`src/rtl/vx_cache_mem_beat_adapter_if.sv`:
```
// Bus bundle for the beat adapter: line-wide cache-side port plus beat-wide memory-side port.
// The adapter takes the slave modport; the cache/memory environment takes the master modport.
interface vx_cache_mem_beat_adapter_if #(
    parameter int LINE_SIZE     = 64,
    parameter int MEM_DATA_SIZE = 16,
    parameter int ADDR_WIDTH    = 26,
    parameter int TAG_WIDTH     = 8
);
    localparam int RATIO      = LINE_SIZE / MEM_DATA_SIZE;
    localparam int MEM_ADDR_W = ADDR_WIDTH + $clog2(RATIO);

    logic                     core_req_valid;
    logic                     core_req_rw;
    logic [ADDR_WIDTH-1:0]    core_req_addr;
    logic [LINE_SIZE-1:0]     core_req_byteen;
    logic [LINE_SIZE*8-1:0]   core_req_data;
    logic [TAG_WIDTH-1:0]     core_req_tag;
    logic                     core_req_ready;

    logic                     core_rsp_valid;
    logic [LINE_SIZE*8-1:0]   core_rsp_data;
    logic [TAG_WIDTH-1:0]     core_rsp_tag;
    logic                     core_rsp_ready;

    logic                     mem_req_valid;
    logic                     mem_req_rw;
    logic [MEM_ADDR_W-1:0]    mem_req_addr;
    logic [MEM_DATA_SIZE-1:0] mem_req_byteen;
    logic [MEM_DATA_SIZE*8-1:0] mem_req_data;
    logic                     mem_req_ready;

    logic                     mem_rsp_valid;
    logic [MEM_DATA_SIZE*8-1:0] mem_rsp_data;
    logic                     mem_rsp_ready;

    modport master (
        output core_req_valid, core_req_rw, core_req_addr, core_req_byteen, core_req_data, core_req_tag,
        input  core_req_ready,
        input  core_rsp_valid, core_rsp_data, core_rsp_tag,
        output core_rsp_ready,
        input  mem_req_valid, mem_req_rw, mem_req_addr, mem_req_byteen, mem_req_data,
        output mem_req_ready,
        output mem_rsp_valid, mem_rsp_data,
        input  mem_rsp_ready
    );

    modport slave (
        input  core_req_valid, core_req_rw, core_req_addr, core_req_byteen, core_req_data, core_req_tag,
        output core_req_ready,
        output core_rsp_valid, core_rsp_data, core_rsp_tag,
        input  core_rsp_ready,
        output mem_req_valid, mem_req_rw, mem_req_addr, mem_req_byteen, mem_req_data,
        input  mem_req_ready,
        input  mem_rsp_valid, mem_rsp_data,
        output mem_rsp_ready
    );
endinterface

```
`src/rtl/vx_cache_mem_beat_adapter.sv`:
```
// Splits line-wide cache memory requests into RATIO beats and reassembles in-order read beats
// into lines, returning each line with the tag of the oldest pending read.
module vx_cache_mem_beat_adapter #(
    parameter int LINE_SIZE     = 64,
    parameter int MEM_DATA_SIZE = 16,
    parameter int ADDR_WIDTH    = 26,
    parameter int TAG_WIDTH     = 8,
    parameter int MAX_PENDING   = 4
) (
    input  logic                        clk,
    input  logic                        reset,
    vx_cache_mem_beat_adapter_if.slave  bus
);
    localparam int RATIO     = LINE_SIZE / MEM_DATA_SIZE;
    localparam int LOG_RATIO = $clog2(RATIO);
    localparam int IDX_W     = (LOG_RATIO > 0) ? LOG_RATIO : 1;
    localparam int BEAT_W    = MEM_DATA_SIZE * 8;
    localparam int PTR_W     = (MAX_PENDING > 1) ? $clog2(MAX_PENDING) : 1;
    localparam int CNT_W     = $clog2(MAX_PENDING + 1);
    localparam logic [IDX_W-1:0] LAST_IDX = IDX_W'(RATIO - 1);
    localparam logic [PTR_W-1:0] LAST_PTR = PTR_W'(MAX_PENDING - 1);

    typedef enum logic {IDLE, SEND} state_e;

    state_e                   state_q, state_d;
    logic [IDX_W-1:0]         req_idx_q, req_idx_d;
    logic [IDX_W-1:0]         rsp_idx_q, rsp_idx_d;
    logic                     rsp_valid_q, rsp_valid_d;
    logic [PTR_W-1:0]         wr_ptr_q, wr_ptr_d, rd_ptr_q, rd_ptr_d;
    logic [CNT_W-1:0]         pend_cnt_q, pend_cnt_d;

    logic                     rw_q;
    logic [ADDR_WIDTH-1:0]    addr_q;
    logic [LINE_SIZE-1:0]     byteen_q;
    logic [LINE_SIZE*8-1:0]   data_q;
    logic [LINE_SIZE*8-1:0]   line_q;
    logic [TAG_WIDTH-1:0]     tag_fifo_q [MAX_PENDING];

    logic                     req_ready, req_fire, push, rsp_beat_fire, rsp_pop;
    logic [BEAT_W-1:0]        beat_data;
    logic [MEM_DATA_SIZE-1:0] beat_byteen;

    assign req_fire      = bus.core_req_valid && req_ready;
    assign push          = req_fire && !bus.core_req_rw;
    assign rsp_beat_fire = bus.mem_rsp_valid && !rsp_valid_q;
    assign rsp_pop       = rsp_valid_q && bus.core_rsp_ready;

    // Request FSM: one line accepted in IDLE, then its beats issued in SEND.
    always_comb begin
        state_d   = state_q;
        req_idx_d = req_idx_q;
        req_ready = 1'b0;
        unique case (state_q)
            IDLE: begin
                req_ready = !reset && (bus.core_req_rw || (pend_cnt_q < CNT_W'(MAX_PENDING)));
                if (bus.core_req_valid && req_ready) begin
                    state_d   = SEND;
                    req_idx_d = '0;
                end
            end
            SEND: begin
                if (bus.mem_req_ready) begin
                    req_idx_d = (req_idx_q == LAST_IDX) ? '0 : req_idx_q + 1'b1;
                    if (req_idx_q == LAST_IDX) state_d = IDLE;
                end
            end
            default: state_d = IDLE;
        endcase
    end

    // Response reassembly and tag FIFO bookkeeping.
    always_comb begin
        rsp_idx_d   = rsp_idx_q;
        rsp_valid_d = rsp_valid_q;
        wr_ptr_d    = wr_ptr_q;
        rd_ptr_d    = rd_ptr_q;
        pend_cnt_d  = pend_cnt_q;
        if (rsp_beat_fire) begin
            rsp_idx_d = (rsp_idx_q == LAST_IDX) ? '0 : rsp_idx_q + 1'b1;
            if (rsp_idx_q == LAST_IDX) rsp_valid_d = 1'b1;
        end
        if (rsp_pop) begin
            rsp_valid_d = 1'b0;
            rd_ptr_d    = (rd_ptr_q == LAST_PTR) ? '0 : rd_ptr_q + 1'b1;
        end
        if (push) wr_ptr_d = (wr_ptr_q == LAST_PTR) ? '0 : wr_ptr_q + 1'b1;
        if (push && !rsp_pop)      pend_cnt_d = pend_cnt_q + 1'b1;
        else if (!push && rsp_pop) pend_cnt_d = pend_cnt_q - 1'b1;
    end

    always_ff @(posedge clk) begin
        if (reset) begin
            state_q     <= IDLE;
            req_idx_q   <= '0;
            rsp_idx_q   <= '0;
            rsp_valid_q <= 1'b0;
            wr_ptr_q    <= '0;
            rd_ptr_q    <= '0;
            pend_cnt_q  <= '0;
        end else begin
            state_q     <= state_d;
            req_idx_q   <= req_idx_d;
            rsp_idx_q   <= rsp_idx_d;
            rsp_valid_q <= rsp_valid_d;
            wr_ptr_q    <= wr_ptr_d;
            rd_ptr_q    <= rd_ptr_d;
            pend_cnt_q  <= pend_cnt_d;
        end
    end

    // Datapath storage carries no reset; control qualifies every use of it.
    always_ff @(posedge clk) begin
        if (req_fire) begin
            rw_q     <= bus.core_req_rw;
            addr_q   <= bus.core_req_addr;
            byteen_q <= bus.core_req_byteen;
            data_q   <= bus.core_req_data;
        end
        if (push) tag_fifo_q[wr_ptr_q] <= bus.core_req_tag;
        if (rsp_beat_fire) line_q[BEAT_W*int'(rsp_idx_q) +: BEAT_W] <= bus.mem_rsp_data;
    end

    assign beat_data   = data_q[BEAT_W*int'(req_idx_q) +: BEAT_W];
    assign beat_byteen = byteen_q[MEM_DATA_SIZE*int'(req_idx_q) +: MEM_DATA_SIZE];

    assign bus.core_req_ready = req_ready;
    assign bus.mem_req_valid  = (state_q == SEND);
    assign bus.mem_req_rw     = rw_q;
    assign bus.mem_req_byteen = rw_q ? beat_byteen : '1;
    assign bus.mem_req_data   = rw_q ? beat_data : '0;

    generate
        if (RATIO == 1) begin : g_addr_single
            assign bus.mem_req_addr = addr_q;
        end else begin : g_addr_multi
            assign bus.mem_req_addr = {addr_q, req_idx_q};
        end
    endgenerate

    assign bus.mem_rsp_ready  = !rsp_valid_q;
    assign bus.core_rsp_valid = rsp_valid_q;
    assign bus.core_rsp_data  = line_q;
    assign bus.core_rsp_tag   = tag_fifo_q[rd_ptr_q];

    a_ratio_pow2: assert property (@(posedge clk)
        (RATIO >= 1) && ((RATIO & (RATIO - 1)) == 0) && ((LINE_SIZE % MEM_DATA_SIZE) == 0));
    a_rsp_needs_pending: assert property (@(posedge clk) disable iff (reset)
        bus.mem_rsp_valid |-> (pend_cnt_q != '0));
endmodule

```
`src/flat_wrapper.sv`:
```
// flat-port wrapper written by rule: the top's interface ports become plain ports
module vx_cache_mem_beat_adapter_flat 
#(
    parameter int LINE_SIZE     = 64,
    parameter int MEM_DATA_SIZE = 16,
    parameter int ADDR_WIDTH    = 26,
    parameter int TAG_WIDTH     = 8,
    parameter int MAX_PENDING   = 4
)
  (clk, reset, bus_core_req_valid, bus_core_req_rw, bus_core_req_addr, bus_core_req_byteen, bus_core_req_data, bus_core_req_tag, bus_core_req_ready, bus_core_rsp_valid, bus_core_rsp_data, bus_core_rsp_tag, bus_core_rsp_ready, bus_mem_req_valid, bus_mem_req_rw, bus_mem_req_addr, bus_mem_req_byteen, bus_mem_req_data, bus_mem_req_ready, bus_mem_rsp_valid, bus_mem_rsp_data, bus_mem_rsp_ready);
  vx_cache_mem_beat_adapter_if #(.LINE_SIZE(LINE_SIZE), .MEM_DATA_SIZE(MEM_DATA_SIZE), .ADDR_WIDTH(ADDR_WIDTH), .TAG_WIDTH(TAG_WIDTH)) bus_i ();
  input  logic clk;
  input  logic reset;
  input wire logic [$bits(bus_i.core_req_valid)-1:0] bus_core_req_valid;
  input wire logic [$bits(bus_i.core_req_rw)-1:0] bus_core_req_rw;
  input wire logic [$bits(bus_i.core_req_addr)-1:0] bus_core_req_addr;
  input wire logic [$bits(bus_i.core_req_byteen)-1:0] bus_core_req_byteen;
  input wire logic [$bits(bus_i.core_req_data)-1:0] bus_core_req_data;
  input wire logic [$bits(bus_i.core_req_tag)-1:0] bus_core_req_tag;
  output wire logic [$bits(bus_i.core_req_ready)-1:0] bus_core_req_ready;
  output wire logic [$bits(bus_i.core_rsp_valid)-1:0] bus_core_rsp_valid;
  output wire logic [$bits(bus_i.core_rsp_data)-1:0] bus_core_rsp_data;
  output wire logic [$bits(bus_i.core_rsp_tag)-1:0] bus_core_rsp_tag;
  input wire logic [$bits(bus_i.core_rsp_ready)-1:0] bus_core_rsp_ready;
  output wire logic [$bits(bus_i.mem_req_valid)-1:0] bus_mem_req_valid;
  output wire logic [$bits(bus_i.mem_req_rw)-1:0] bus_mem_req_rw;
  output wire logic [$bits(bus_i.mem_req_addr)-1:0] bus_mem_req_addr;
  output wire logic [$bits(bus_i.mem_req_byteen)-1:0] bus_mem_req_byteen;
  output wire logic [$bits(bus_i.mem_req_data)-1:0] bus_mem_req_data;
  input wire logic [$bits(bus_i.mem_req_ready)-1:0] bus_mem_req_ready;
  input wire logic [$bits(bus_i.mem_rsp_valid)-1:0] bus_mem_rsp_valid;
  input wire logic [$bits(bus_i.mem_rsp_data)-1:0] bus_mem_rsp_data;
  output wire logic [$bits(bus_i.mem_rsp_ready)-1:0] bus_mem_rsp_ready;
  assign bus_i.core_req_valid = bus_core_req_valid;
  assign bus_i.core_req_rw = bus_core_req_rw;
  assign bus_i.core_req_addr = bus_core_req_addr;
  assign bus_i.core_req_byteen = bus_core_req_byteen;
  assign bus_i.core_req_data = bus_core_req_data;
  assign bus_i.core_req_tag = bus_core_req_tag;
  assign bus_core_req_ready = bus_i.core_req_ready;
  assign bus_core_rsp_valid = bus_i.core_rsp_valid;
  assign bus_core_rsp_data = bus_i.core_rsp_data;
  assign bus_core_rsp_tag = bus_i.core_rsp_tag;
  assign bus_i.core_rsp_ready = bus_core_rsp_ready;
  assign bus_mem_req_valid = bus_i.mem_req_valid;
  assign bus_mem_req_rw = bus_i.mem_req_rw;
  assign bus_mem_req_addr = bus_i.mem_req_addr;
  assign bus_mem_req_byteen = bus_i.mem_req_byteen;
  assign bus_mem_req_data = bus_i.mem_req_data;
  assign bus_i.mem_req_ready = bus_mem_req_ready;
  assign bus_i.mem_rsp_valid = bus_mem_rsp_valid;
  assign bus_i.mem_rsp_data = bus_mem_rsp_data;
  assign bus_mem_rsp_ready = bus_i.mem_rsp_ready;
  vx_cache_mem_beat_adapter #(.LINE_SIZE(LINE_SIZE), .MEM_DATA_SIZE(MEM_DATA_SIZE), .ADDR_WIDTH(ADDR_WIDTH), .TAG_WIDTH(TAG_WIDTH), .MAX_PENDING(MAX_PENDING)) u_core (.clk(clk), .reset(reset), .bus(bus_i));
endmodule
```
`config.mk`:
```
export PLATFORM = sky130hd
export DESIGN_NAME = vx_cache_mem_beat_adapter_flat
export DESIGN_NICKNAME = d
export VERILOG_FILES = /design/src/rtl/vx_cache_mem_beat_adapter_if.sv /design/src/rtl/vx_cache_mem_beat_adapter.sv /design/src/flat_wrapper.sv
export SDC_FILE = /design/constraint.sdc
export NUM_CORES = 1
export LEC_CHECK = 0
export CAP_MARGIN = 10
export CORE_AREA = 2 2 559 561
export CTS_BUF_LIST = sky130_fd_sc_hd__clkbuf_2 sky130_fd_sc_hd__clkbuf_4 sky130_fd_sc_hd__clkbuf_8
export CTS_CLUSTER_SIZE = 12
export DETAILED_ROUTE_END_ITERATION = 10
export DIE_AREA = 0 0 561 563
export PLACE_DENSITY = 0.41
export REMOVE_ABC_BUFFERS = 1
export SLEW_MARGIN = 5
export SYNTH_ARGS = -nofsm -noshare
export SYNTH_HDL_FRONTEND = slang
export SYNTH_SLANG_ARGS = --single-unit
```
`constraint.sdc`:
```
create_clock -name clk -period 45.9 [get_ports clk]
set_clock_uncertainty 0.05 [all_clocks]
set_input_delay 9.18 -clock clk [delete_from_list [all_inputs] [get_ports clk]]
set_output_delay 9.18 -clock clk [all_outputs]
set_load 0.005 [all_outputs]
```
== Yosys cells after proc, flatten, opt, wreduce, memory -nomap -nowiden ==
Memory sizes are Yosys's and may differ from the RTL's. A register that Yosys moved wholly into a read port is not among the register bits.
Cells that the tools add are included.
Storage, ports and cells
  bits in registers: 1128
  bits in writable memories: 32
  input bits: 745
  output and inout port bits: 697
  logic and storage cells: 71
  memories kept: 1
Operators by class
  $add $sub $neg: 7
  magnitude comparators: 1
  equality and inequality tests: 6
  shift operators: 4
  multiplexer cells: 21
  bitwise gates (word level): 1
  reduce and logical (&&, ||, !) cells: 18
Memory list
  u_core.tag_fifo_q: words 4, bits a word 8, rd ports 1, clocked after Yosys merged registers in 1, write ports 1, RTL line vx_cache_mem_beat_adapter.sv:37  | logic [TAG_WIDTH-1:0] tag_fifo_q [MAX_PENDING];
Operators with widths (number)
  bitwise mux 512 bit: 1
  variable shift 128 x 33 -> 512 bit (first input constant): 1
  indexed part select 128 x 33 -> 512 bit: 1
  indexed part select 512 x 10 -> 128 bit: 1
  2-to-1 mux 128 bit: 1
  indexed part select 64 x 7 -> 16 bit: 1
  negator 9 -> 33 bit: 1
  2-to-1 mux 16 bit: 1
  2-to-1 mux 2 bit: 8
  adder 2 x 1 -> 2 bit (second input constant): 4
  == test 2 bit (second input constant): 4
  logical AND 1 bit: 8
  2-to-1 mux 1 bit: 6
  2-to-1 mux 3 bit: 2
  zero test 1 bit: 5
  case mux 2 bit (2 select lines): 1
  AND reduction 2 bit: 2
  adder 3 x 1 -> 3 bit (second input constant): 1
  < comparator 3 bit (second input constant): 1
  subtractor 3 x 1 -> 3 bit (second input constant): 1
  != test 2 x 1 -> 1 bit (second input constant): 1
  != test 2 bit (second input constant): 1
  case mux 1 bit (2 select lines): 1
  nonzero test 2 bit: 1
  3 further kinds: 3

== Longest topological paths before layout ==
Gate-level depths: netlist of run 1.
  word-level depth: 10
  mapped depth: 8
  mapped depth without buffers: 8

== Least setup slack after synthesis of run 1 ==
OpenSTA, ideal clock, no wires.
  kind: input to register
  from: input reset
  to: register u_core.req_idx_q[0]
  setup time: 1.125 ns
  data arrival time: 36.397 ns
  required time: 44.725 ns
  path slack: 8.329 ns
  stages: 3
  buffers on the path: 0
  cell sequence: or3b_2 -> nor2_1 -> o21ai_0
On the way
  longest elaborated chain between the ends: 5
RTL lines
  start, declared: RTL line flat_wrapper.sv:13  | input logic reset;
  zero test 1 bit: RTL line vx_cache_mem_beat_adapter.sv:55  | req_ready = !reset && (bus.core_req_rw || (pend_cnt_q < CNT_W'(MAX_PENDING)));
  logical AND 1 bit: RTL line vx_cache_mem_beat_adapter.sv:55
  logical AND 1 bit: RTL line vx_cache_mem_beat_adapter.sv:56  | if (bus.core_req_valid && req_ready) begin
  != test 2 x 1 -> 1 bit (no line)
  AND reduction 2 bit (no line)
  end signal, assigned: RTL line vx_cache_mem_beat_adapter.sv:102  | req_idx_q <= req_idx_d;
  end, declared: RTL line vx_cache_mem_beat_adapter.sv:26  | logic [IDX_W-1:0] req_idx_q, req_idx_d;
Parallel ways exist; a longest one is shown, timed or not.
A chain may end at the register's enable or synchronous reset.

== Final worst setup path of run 1 ==
  from: input reset
  to: output bus_core_req_ready
On the way
  longest elaborated chain between the ends: 3
RTL lines
  zero test 1 bit: RTL line vx_cache_mem_beat_adapter.sv:55
  logical AND 1 bit: RTL line vx_cache_mem_beat_adapter.sv:55
  2-to-1 mux 1 bit: RTL line vx_cache_mem_beat_adapter.sv:53  | unique case (state_q)
  end, declared: RTL line flat_wrapper.sv:20  | output wire logic [$bits(bus_i.core_req_ready)-1:0] bus_core_req_ready;
Every way passes these cells.

==> results of run 1 <==
## routing by layer
metal,vias up,part of all wire
met1,13100,0.35
met5,-,0.0028
li1,11400,-
met2,1312,0.53
met4,88,0.023
met3,387,0.087
## per-stage QoR
stage	instances	total power (µW)	instance area [µm²]	hold WS, ps	setup WS [ps]
2_1_floorplan	2047	1380	42800	397	8330
4_1_cts	8058	2610	67100	450	25900
5_1_grt	8069	2660	67200	495	25810
6_report	8087	2560	67200	452	25930
3_5_place_dp	7665	1550	62800	437	25900
3_3_place_gp	7665	1550	62800	453	25870
## worst register-to-register path: stages, from the launching register on
cell	delay, ps
dfxtp_1	390
or3b_2	540
nor2_4	600
buf_4	580
buf_4	670
buf_12	570
buf_4	820
buf_4	780
## state kept, by name, summed over array words and instances (netlist names), 2 cells and up, named ones only
signal,cells
u_core.bus.core_rsp_data,512
u_core.data_q,512
u_core.byteen_q,64
u_core.tag_fifo_q,32
u_core.addr_q,26
u_core.pend_cnt_q,3
u_core.rd_ptr_q,2
u_core.req_idx_q,2
u_core.rsp_idx_q,2
u_core.wr_ptr_q,2
## synthesized netlist by cell type
| cell type | count |
|---|---|
| buf_2 | 15 |
| o31ai_1 | 2 |
| o211ai_1 | 1 |
| nor2b_1 | 2 |
| mux2i_1 | 4 |
| nand2b_1 | 16 |
| a2bb2oi_1 | 1 |
| a21oi_1 | 3 |
| clkbuf_2 | 14 |
| inv_1 | 6 |
| or4_1 | 1 |
| nor2_1 | 11 |
| and3_1 | 4 |
| mux4_2 | 152 |
| clkbuf_1 | 55 |
| nor3_1 | 3 |
| edfxtp_1 | 1147 |
| nor3b_1 | 4 |
| inv_2 | 1 |
| or3_1 | 1 |
| ha_1 | 13 |
| nand3_1 | 5 |
| nand2_1 | 4 |
| buf_1 | 7 |
| o21ai_0 | 2 |
| xor2_1 | 2 |
| buf_12 | 9 |
| buf_4 | 1 |
| or3b_2 | 1 |
| a31o_2 | 1 |
| dfxtp_1 | 15 |
| buf_6 | 7 |
| fa_1 | 1 |
| and2_1 | 644 |
## layout make-up
cell class	instances	area (µm²)
multi-input cells	878	8080
clock buffers	301	3670
flip-flops and latches	1162	34800
repair buffers	1478	14700
fillers	32900	243000
inverters	7	26.3
well taps	4140	5180
clock inverters	92	691
diodes	29	72.6
## cells in the final DEF (no fill, tap or decap), types with 6 or more instances in the layout
master and instances:
ha_1 13, clkbuf_4 76, dfxtp_1 13, and2_1 640
bufinv_16 8, clkbuf_8 225, mux4_2 152, clkinv_2 16
nor2_1 10, clkinv_1 52, buf_4 34, nand2b_1 16
diode_2 29, clkdlybuf4s50_1 1441, edfxtp_1 1147, inv_1 6
## worst paths after layout
check	startpoint	to	slack, ps	cells past startpoint
max	reset	bus_core_req_ready	25930	3
min	u_core.rd_ptr_q[1]	u_core.rd_ptr_q[1]	450	2
max reg2reg	u_core.bus.mem_req_valid	u_core.data_q[16]	40500	7
min reg2reg	u_core.rd_ptr_q[1]	u_core.rd_ptr_q[1]	450	2
## cells by family after synthesis
family | share of synthesized area
xor gates and xnor gates | 0.000403
and+or+nand+nor | 0.0993
AOI/OAI and AO/OA | 0.00150
DFF | 0.799
buffers and inverters | 0.0154
muxes | 0.0797
adders and majority gates | 0.00420
## power by group through the flow
stage,Combinational (µW),Sequential [µW],Clock [µW]
after floorplan,76.9,1300,0
after global placement,282,1270,0
after detailed placement,283,1270,0
after CTS,284,1250,1080
after global routing,292,1250,1120
final,273,1250,1040
==> metrics.txt, run 1 <==
total grt overflow 0; #FFs+latches synth around 1200; Startpoint Class input pin; fmax about 0.050 GHz; unrepaired setup endpoints after global routing false; post-CTS setup buffer count 0; Hold WC Path Type register to register; distinct cell type count after synthesis 34; cell accounting for the most synthesized area edfxtp_1; mean post-synth cell area 20.2 µm²; global placer's final weighted congestion about 0.76; Root Buffer clkbuf_8; post_cts resized 0; crit-path max FO 16; TritonCTS clock tree done; setup TNS 0 ps; critical path type input pin to primary output; H-tree levels 4; Critical Path Max Stage Delay approximately 730 ps; Worst-Skew Late Latency between 900 and 1000 ps; Vias around 26000; wire per inst 24.7 µm; initial antenna violation count approximately 130; CP max-delay cell clkdlybuf4s50_1; fin crit period between 15000 and 20000 ps; met1 GRT Util 0.125; GRT Total Usage 0.121; number of nets with antenna violations after routing 0; CTS Buf Count 219; Least-Margin Pin Slew ~1200 ps; CP required ~37000 ps; Max transition margin 0.187; Yosys top cell area share 0.793; switching part of the total 0.242; die width ~560 µm; core area approximately 0.31 mm²; Detail Placement HPWL between 150000 and 200000 µm; Setup-failing EPs final 0; cell mode on critical path clkdlybuf4s50_1; Cell Int Power a little under 2000 µW; DRC Markers 0; Synth area leaders edfxtp_1 (79%), and2_1 (9.3%), mux4_2 (7.9%); Initial Utilization 0.140; critical path cell sequence clkdlybuf4s50_1, nor3_1, clkdlybuf4s50_1; Die H approximately 560 µm; status finished, final reports clean; Clock power frac 0.405; final hold vios 0; PortBufs between 1000 and 1500; Crit path buffers/inverters 2; fin nets ~4500; die area around 0.32 mm²; mapped cell area 0.0435 mm²; max-cap viol count 0; Layout area overhead 54.7%; # hold bufs at CTS 0; ratio of final minimum period to clock period 0.435; Cells after Synth between 2000 and 2500; layout cells sized above 1 0.139; GR peak layer met2; I/O pins between 1000 and 1500; share of total power in sequential cells 0.488; Seq/Total Area, Yosys 0.799; Yosys warnings 0; Power Dens Cells 38.0 mW/mm²; CP arrival ~11000 ps; Via density approximately 3.3; vias in the first global route 28000; met3 Usage GRT 0.0465; Psw approximately 620 µW; P_leak 0.0220 µW; Comb power frac 0.107; met2 track demand over resource 0.228; Iteration-0 DRC Markers roughly 1600; Peak VDD IR between 20 and 25 µV; CTS Sinks approximately 1200; largest net degree at the start of global routing 129; clock-pin slew on the worst setup and hold paths 50 ps; critical path endpoint category primary output; WL final about 200000 µm; delay-heaviest family, CP buffers and inverters; first-pass GRT wire length approximately 260000 µm; Clock Path Buffers 4; # rows 205; Pre-Repair DR Iteration Count 5; final core occ 0.217; Final Max Slew Viols 0
No activity file was read; power rests on OpenSTA's default activity.
==> run 2: changes to the inputs <==
- PLACE_DENSITY: 0.41 -> 0.42
- clock period: 45.9 -> 18 ns (I/O delays scaled with it)
==> run 2 against run 1 <==
Against the previous run: utilization hardly changed; critical path depth up 3; combinational power increased to 2.5 times the previous value; worst setup slack got worse by 17000 ps.
==> metrics.txt, run 2 (synthesis results as in run 1) <==
crit-path max FO between 40 and 50; pre-CTS setup slack 9170 ps; clock-pin slew on the worst setup and hold paths 60 ps; layout cells sized above 1 0.136; status finished, final reports clean; CTS Sinks approximately 1200; fmax between 0.1 and 0.15 GHz; PortBufs 1441; fin nets 4501; Least-Margin Pin Slew between 1000 and 1500 ps; most frequent cells in the layout clkdlybuf4s50_1 (1441), edfxtp_1 (1147), and2_1 (640); Layout area overhead 54.4%; Die H around 560 µm; # hold bufs at CTS 0; I/O pins 1442; final hold vios 0; wire per inst ~26 µm; Power Dens Cells ~97 mW/mm²; initial antenna violation count approximately 110; TritonCTS clock tree done; post_cts resized 0; DRC Markers 0; core area roughly 0.31 mm²; Power Total 6530 µW; delay-heaviest family, CP buffers and inverters; # rows 205; vias in the first global route around 28000; Crit path buffers/inverters 4; CP required roughly 14000 ps; CTS Buf Count between 200 and 250; CP arrival 5150 ps; ratio of final minimum period to clock period 0.489; Iteration-0 DRC Markers between 1500 and 2000; critical path cell sequence buf_4, buf_4, buf_4, mux4_2, and2_1, clkdlybuf4s50_1; Vias 26600; Worst-Skew Late Latency 940 ps; Initial Utilization 0.140; unrepaired setup endpoints after global routing false; Peak VDD IR about 47 µV; P_leak 0.0220 µW; number of nets with antenna violations after routing 0; most common cell after layout, fill and taps aside clkdlybuf4s50_1; final setup margin 9200 ps; final cell count without fillers 8073; Startpoint Class register; Detail Placement HPWL around 160000 µm; H-tree levels 4; critical path endpoint category primary output; die width 561 µm; largest net degree at the start of global routing ~160; Max transition margin 0.310; CP max-delay cell buf_4; Final Max Slew Viols 0; Pre-Repair DR Iteration Count 7; GRT Total Usage 0.126; fin crit period about 8800 ps; Hold WC Path Type register to register; global placer's final weighted congestion between 0.8 and 0.9; WL final slightly above 200000 µm; die area about 0.32 mm²; max-cap viol count 0; post-CTS setup buffer count 0; Setup-failing EPs final 0; critical path type register to primary output; dpl cells 7662; Critical Path Max Stage Delay around 840 ps; cell mode on critical path buf_4; Clock Path Buffers 4; Root Buffer clkbuf_8; first-pass GRT wire length between 200000 and 300000 µm; Via density between 3 and 4; total grt overflow 0
## run 2: metrics by stage
| step | cell area (µm²) | hold slack (ps) | TNS (ps) | utilization |
|---|---|---|---|---|
| final | 67100 | 455 | 0 | 0.216 |
| after global routing | 67100 | 500 | 0 | 0.216 |
| after CTS | 67100 | 463 | 0 | 0.216 |
| after detailed placement | 62700 | 444 | 0 | 0.202 |
| after global placement | 62700 | 434 | 0 | 0.202 |
| after floorplan | 42800 | 397 | -7720970 | - |
## run 2: final timing paths
| check | slack, ps | depth (start not counted) | from | to |
|---|---|---|---|---|
| min reg2reg | 450 | 2 | u_core.rd_ptr_q[1] | register |
| max reg2reg | 13400 | 6 | u_core.bus.mem_req_valid | u_core.data_q[317] |
| min | 450 | 2 | u_core.rd_ptr_q[1] | register |
| max | 9200 | 6 | u_core.req_idx_q[0] | bus_mem_req_data[106] |
## run 2: layout make-up
class / count / area, µm²
Tap cell: 4140 / 5180
Fill cell: 32800 / 243000
Clock buffer: 268 / 3380
Inverter: 7 / 26.3
Clock inverter: 118 / 930
Antenna cell: 25 / 62.6
Multi-Input combinational cell: 878 / 8080
Timing Repair Buffer: 1475 / 14700
Sequential cell: 1162 / 34800
## run 2: worst min-delay path, cell delays in order (launching register included)
cell and delay [ps]:
dfxtp_1 310, nand2_1 60, a21oi_1 80
## run 2: where the power goes
part | total, µW | switching [µW] | leakage, µW | internal [µW]
combinational | 693 | 324 | 0.00866 | 369
sequential | 3200 | 63.2 | 0.0110 | 3130
clock | 2640 | 1220 | 0.00228 | 1420
## run 2: layer usage
layer	wire length [µm]	GRT usage	up-vias	share of wire
li1	-	-	11400	-
met1	75300	0.135	13400	0.36
met2	110000	0.237	1404	0.53
met3	15900	0.0394	351	0.077
met4	5330	0.0329	60	0.026
met5	381	0	-	0.0018
